==> config.mk <==
export PLATFORM = sky130hd
export DESIGN_NAME = cga_vram_arbiter
export DESIGN_NICKNAME = d
export VERILOG_FILES = /design/src/rtl/cga_vram_arbiter.sv
export SDC_FILE = /design/constraint.sdc
export NUM_CORES = 1
export LEC_CHECK = 0
export BUFFER_PORTS_ARGS = -buffer_cell sky130_fd_sc_hd__buf_2
export CORE_ASPECT_RATIO = 0.9
export CORE_MARGIN = 5
export CORE_UTILIZATION = 26
export DETAILED_ROUTE_END_ITERATION = 6
export GPL_TIMING_DRIVEN = 0
export SYNTH_ARGS = -nofsm -noshare
export SYNTH_HDL_FRONTEND = slang
export SYNTH_SLANG_ARGS = --single-unit
==> constraint.sdc <==
create_clock -name clk -period 2.37 [get_ports clk]
set_clock_uncertainty 0.2 [all_clocks]
set_input_delay 0.237 -clock clk [delete_from_list [all_inputs] [get_ports clk]]
set_output_delay 0.237 -clock clk [all_outputs]
set_load 0.1 [all_outputs]
==> src/rtl/cga_vram_arbiter.sv <==
// CGA framebuffer arbiter: shares one VRAM port between the display fetch
// path and ISA CPU accesses. The CPU is granted single cycles in display
// idle slots (isa_op_enable); reads wait RD_LATENCY cycles for RAM data.
// Optional build macro CGA_SNOW_EN: CPU steals the port immediately,
// ignoring isa_op_enable (reproduces original CGA snow).
module cga_vram_arbiter #(
  parameter int RD_LATENCY = 1
) (
  input  logic        clk,
  input  logic        reset,
  input  logic        isa_op_enable,
  input  logic [18:0] disp_addr,
  input  logic        mem_cs,
  input  logic [14:0] bus_a,
  input  logic        bus_memr_l,
  input  logic        bus_memw_l,
  input  logic [7:0]  bus_d,
  input  logic [7:0]  ram_d,
  output logic [7:0]  bus_out,
  output logic        bus_dir,
  output logic        bus_rdy,
  output logic [18:0] ram_a,
  output logic [7:0]  ram_dout,
  output logic        ram_we_l,
  output logic        cpu_grant,
  output logic [5:0]  dbg_wait_cnt
);

  localparam logic [2:0] IDLE      = 3'd0;
  localparam logic [2:0] WAIT_SLOT = 3'd1;
  localparam logic [2:0] ACCESS    = 3'd2;
  localparam logic [2:0] RDWAIT    = 3'd3;
  localparam logic [2:0] DONE      = 3'd4;

  localparam logic [1:0] LAT_LAST = 2'(RD_LATENCY - 1);

  // [0] = first sync stage, [1] = stage used by the logic
  logic [1:0]  memr_sync_q, memw_sync_q;
  // Fills with ones after reset; [1] set means the sync outputs reflect the
  // real pins rather than their reset value.
  logic [1:0]  fill_q;
  logic [2:0]  state_q, state_d;
  logic [14:0] addr_q, addr_d;
  logic [7:0]  data_q, data_d;
  logic        rd_q, rd_d;
  logic [1:0]  lat_q, lat_d;
  logic [7:0]  bus_out_q, bus_out_d;
  // Set once both strobes are seen released; a transaction needs it, so a
  // strobe held across reset or completion cannot start a second access.
  logic        armed_q, armed_d;
  logic [5:0]  wait_cnt_q, wait_cnt_d;

  logic memr_s, memw_s, req, released;

  assign memr_s   = memr_sync_q[1];
  assign memw_s   = memw_sync_q[1];
  assign req      = mem_cs & (~memr_s | ~memw_s);
  assign released = memr_s & memw_s & fill_q[1];

  // Two-flop synchronizers for the asynchronous ISA strobes
  always_ff @(posedge clk) begin
    if (reset) begin
      memr_sync_q <= 2'b11;
      memw_sync_q <= 2'b11;
      fill_q      <= 2'b00;
    end else begin
      memr_sync_q <= {memr_sync_q[0], bus_memr_l};
      memw_sync_q <= {memw_sync_q[0], bus_memw_l};
      fill_q      <= {fill_q[0], 1'b1};
    end
  end

  // Next-state logic for the access sequencer and its latched transaction
  always_comb begin
    state_d    = state_q;
    addr_d     = addr_q;
    data_d     = data_q;
    rd_d       = rd_q;
    lat_d      = lat_q;
    bus_out_d  = bus_out_q;
    armed_d    = armed_q;
    wait_cnt_d = wait_cnt_q;
    if (released) armed_d = 1'b1;
    case (state_q)
      IDLE: begin
        wait_cnt_d = 6'd0;
        if (req && armed_q) begin
          addr_d  = bus_a;
          data_d  = bus_d;
          rd_d    = memw_s;            // write wins when both strobes are low
          armed_d = 1'b0;
`ifdef CGA_SNOW_EN
          state_d = ACCESS;
`else
          state_d = WAIT_SLOT;
`endif
        end
      end
      WAIT_SLOT: begin
        if (wait_cnt_q != 6'h3f) wait_cnt_d = wait_cnt_q + 6'd1;
        if (isa_op_enable) state_d = ACCESS;
      end
      ACCESS: begin
        lat_d   = 2'd0;
        state_d = rd_q ? RDWAIT : DONE;
      end
      RDWAIT: begin
        if (lat_q == LAT_LAST) begin
          bus_out_d = ram_d;
          state_d   = DONE;
        end else begin
          lat_d = lat_q + 2'd1;
        end
      end
      DONE: begin
        if (!req) state_d = IDLE;
      end
      default: state_d = IDLE;
    endcase
  end

  // State and transaction registers
  always_ff @(posedge clk) begin
    if (reset) begin
      state_q    <= IDLE;
      addr_q     <= '0;
      data_q     <= '0;
      rd_q       <= 1'b0;
      lat_q      <= '0;
      bus_out_q  <= 8'h00;
      armed_q    <= 1'b0;
      wait_cnt_q <= '0;
    end else begin
      state_q    <= state_d;
      addr_q     <= addr_d;
      data_q     <= data_d;
      rd_q       <= rd_d;
      lat_q      <= lat_d;
      bus_out_q  <= bus_out_d;
      armed_q    <= armed_d;
      wait_cnt_q <= wait_cnt_d;
    end
  end

  // Port muxing: the display owns the RAM except in the single ACCESS cycle
  always_comb begin
    cpu_grant    = (state_q == ACCESS);
    ram_a        = cpu_grant ? {4'h0, addr_q} : disp_addr;
    ram_we_l     = ~(cpu_grant & ~rd_q);
    ram_dout     = data_q;
    bus_rdy      = (state_q == IDLE) | (state_q == DONE);
    bus_dir      = (state_q == DONE) & rd_q & req;
    bus_out      = bus_out_q;
    dbg_wait_cnt = wait_cnt_q;
  end

endmodule
==> flow_metrics.tcl <==
set metrics [dict create \
    place_hpwl_um 4590 \
    critPathKind "reg -> out" \
    routed_wl_um 6710 \
    cts.path.max_buffers 2 \
    dpl-instance-area_um2 2790 \
    worstPathMaxFanout 10 \
    core_area_um2 8110 \
    postSynthAreaPerCell_um2 8.53 \
    wl_per_cell_um 13.5 \
    critical_path.max_stage_delay_ps 390 \
    track_usage_pct 12.8 \
    grt_pass1_wl_um 10800 \
    dieHeight_um 96.6 \
    maxCapViolations 0 \
    rsz0062_at_grt "false" \
    die_w_um 106 \
    start_util_pct 26.7 \
    io_buffers 100 \
    synth_warnings 0 \
    finish.instance_area_um2 3360 \
    ff_latch_area_um2 1010 \
    crit_chain "nor2b_4 -> and2_4 -> buf_6 -> buf_6 -> mux2_2 -> buf_6" \
    synth.distinct_cells 41 \
    synth_top_cell_by_area "dfxtp_1" \
    ant_nets 0 \
    hold_violations 0 \
    synth_edf_count 0 \
    seq_area_frac_synth_pct 46.2 \
    ys.flop_type "dfxtp_1" \
    hold_class "reg -> reg" \
    worst_pin_slew_ps 551 \
    synth_top_area_share_pct 46.2 \
    clock_latency_ps 300 \
    place_ws_ps 130 \
    row_count 31 \
    gp_congestion 0.792 \
    antenna_found_initial 1 \
    first_global_vias 2230 \
    period_minus_slack_ps 2280 \
    drc_errors 0 \
    fmax_ghz 0.439 \
    async_flop_share_pct 0 \
    dr.pass1.iters 4 \
    grt_max_degree 16 \
    p_leak_uw 0.00141 \
    io_pins 101 \
    arrival_ps 1840 \
    crit_path_start_kind "flip-flop" \
    ys_seq_elements 50 \
    crit_slowest_cell "dfxtp_4" \
    areaGrowthSynthToFinish_pct 54.9 \
    status "finished clean" \
    die_area_um2 10300 \
    multi_input_area_um2 1060 \
    worst_ir_drop_vdd_mv 0.225 \
    max_slew_margin_pct 63.2 \
    cp.required_ps 1930 \
    synth_cells 254 \
    htree_levels 2 \
    synth.cell_area_um2 2170 \
    num-nets-final 455 \
    powerDensity_nw_per_um2 532 \
    clk_pin_slew_ps 90 \
    vias 2271 \
    cts_tree "yes" \
    finalWorstSetupSlack_ps 94.1 \
    n_fill_cell 804 \
    drive_gt1_share_pct 35.9 \
    fin_hold_ws_ps 219 \
    post-route-period-util_pct 96.0 \
    routed_via_density 4.56 \
    finalMaxSlewViolations 0 \
    endpoint_kind "output port" \
    synth_area_leaders "dfxtp_1 (46%), nand2_1 (13%), a21oi_1 (9.0%)" \
    grt.overflow.total 0 \
    crit_buf_inv 3 \
    path_delay_family "buffers and inverters" \
    drt_iter0_markers 134 \
    clock-root-buffer "clkbuf_8" \
    cts_buffers 5 \
    reg2reg_slack_ps 460 \
    crit_top_cell "buf_6" \
    setup_viol 0 \
    setup_tns_ps 0 \
    cts_sinks 50 \
    syn_nets 312 \
]
cell usage after synthesis, drive strengths merged (2+ instances only):
cell / n
nor2: 3
and3: 4
nand3: 3
a21oi: 39
a21boi: 2
o2111ai: 2
clkbuf: 9
o31ai: 2
nor2b: 6
mux2: 15
or3: 2
nor3: 3
or2: 4
buf: 7
dfxtp: 50
a211oi: 3
a41oi: 2
nor3b: 2
nand2: 74
ha: 2
inv: 6
registers in the layout (all words and copies together) (netlist names):
signal	cells
addr_q	15
bus_out	8
ram_dout	8
dbg_wait_cnt	6
state_q	3
fill_q	2
lat_q	2
memr_sync_q	2
memw_sync_q	2
armed_q	1
rd_q	1
timing repair:
item	CTS	global route
resized for setup	33	6
endpoints found under the setup margin	19	18
hold buffers	34	0
hold endpoints to repair	34	0
buffers inserted	0	2
area by class of cell:
cell class / count / share of cell area [%]
antenna: 1 / 0.0745
tap: 99 / 3.69
clock buffer: 6 / 2.16
inverter: 6 / 0.671
timing repair buffer: 136 / 28.4
clock inverter: 2 / 0.410
sequential: 50 / 30.0
multi-input combinational: 182 / 31.5
buffer: 16 / 3.17
layer usage:
metal	track usage [%]	wire [um]	vias to the layer above
met5	0	0	-
met4	3.88	109	0
met3	2.86	380	9
met2	22.6	3330	64
met1	15.3	2890	1040
li1	-	-	1158
per-stage QoR:
| stage | power (uW) | instances | utilization (%) |
|---|---|---|---|
| floorplan | 1140 | 254 | - |
| global placement | 1230 | 453 | 34.5 |
| detailed placement | 1240 | 453 | 34.5 |
| CTS | 1810 | 495 | 41.0 |
| global route | 1860 | 498 | 41.4 |
| finish | 1790 | 498 | 41.4 |
path summary, 6_finish.rpt:
kind | start | end | cells past startpoint
hold / removal | memw_sync_q[0]$_SDFF_PP1_ | memw_sync_q[1]$_SDFF_PP1_ | 1
setup / recovery | state_q[1]$_SDFFE_PP0P_ | ram_a[11] | 6
hold reg to reg | memw_sync_q[0]$_SDFF_PP1_ | memw_sync_q[1]$_SDFF_PP1_ | 1
setup reg to reg | state_q[2]$_SDFFE_PP0P_ | addr_q[14]$_SDFFE_PP0P_ | 5
worst register-to-register path: stages (launching register included):
cell and delay [ps]:
dfxtp_2 390, nor3_2 350, nand3_1 290, clkbuf_1 340
nand2_1 150, a21oi_1 70
placed cells by master (no fill, tap or decap), types with 2 or more instances in the layout:
cell type	netlist	routed
or3_1	2	2
buf_2	1	83
clkbuf_8	0	5
nor3_1	2	2
buf_4	2	6
a211oi_1	3	3
mux2_2	15	15
o31ai_1	2	2
a41oi_1	2	2
dfxtp_1	50	48
dlygate4sd3_1	0	34
nor2b_1	5	5
or2_2	4	4
o2111ai_1	2	2
nand2_1	74	74
nor2_1	3	2
nand3_1	3	3
buf_6	4	18
inv_1	6	6
a21oi_1	39	39
clkbuf_1	9	10
and3_1	4	4
ha_1	2	2
cells by family (layout without fill, tap and decap cells):
| logic type | Yosys count | after routing | synth area share, % |
|---|---|---|---|
| flops | 50 | 50 | 46.2 |
| mux | 16 | 16 | 8.26 |
| other cells | 0 | 1 | 0 |
| fa+ha+maj | 2 | 2 | 1.15 |
| simple gates | 105 | 105 | 22.4 |
| compound gates | 59 | 59 | 16.4 |
| buf+inv | 22 | 166 | 5.60 |
power by group:
group / internal (uW) / switching (uW) / leakage [uW]
Combinational: 147 / 272 / 0.000955
Sequential: 854 / 13.7 / 0.000406
Clock: 209 / 290 / 0.0000452
(Power assumes the default switching activity.)
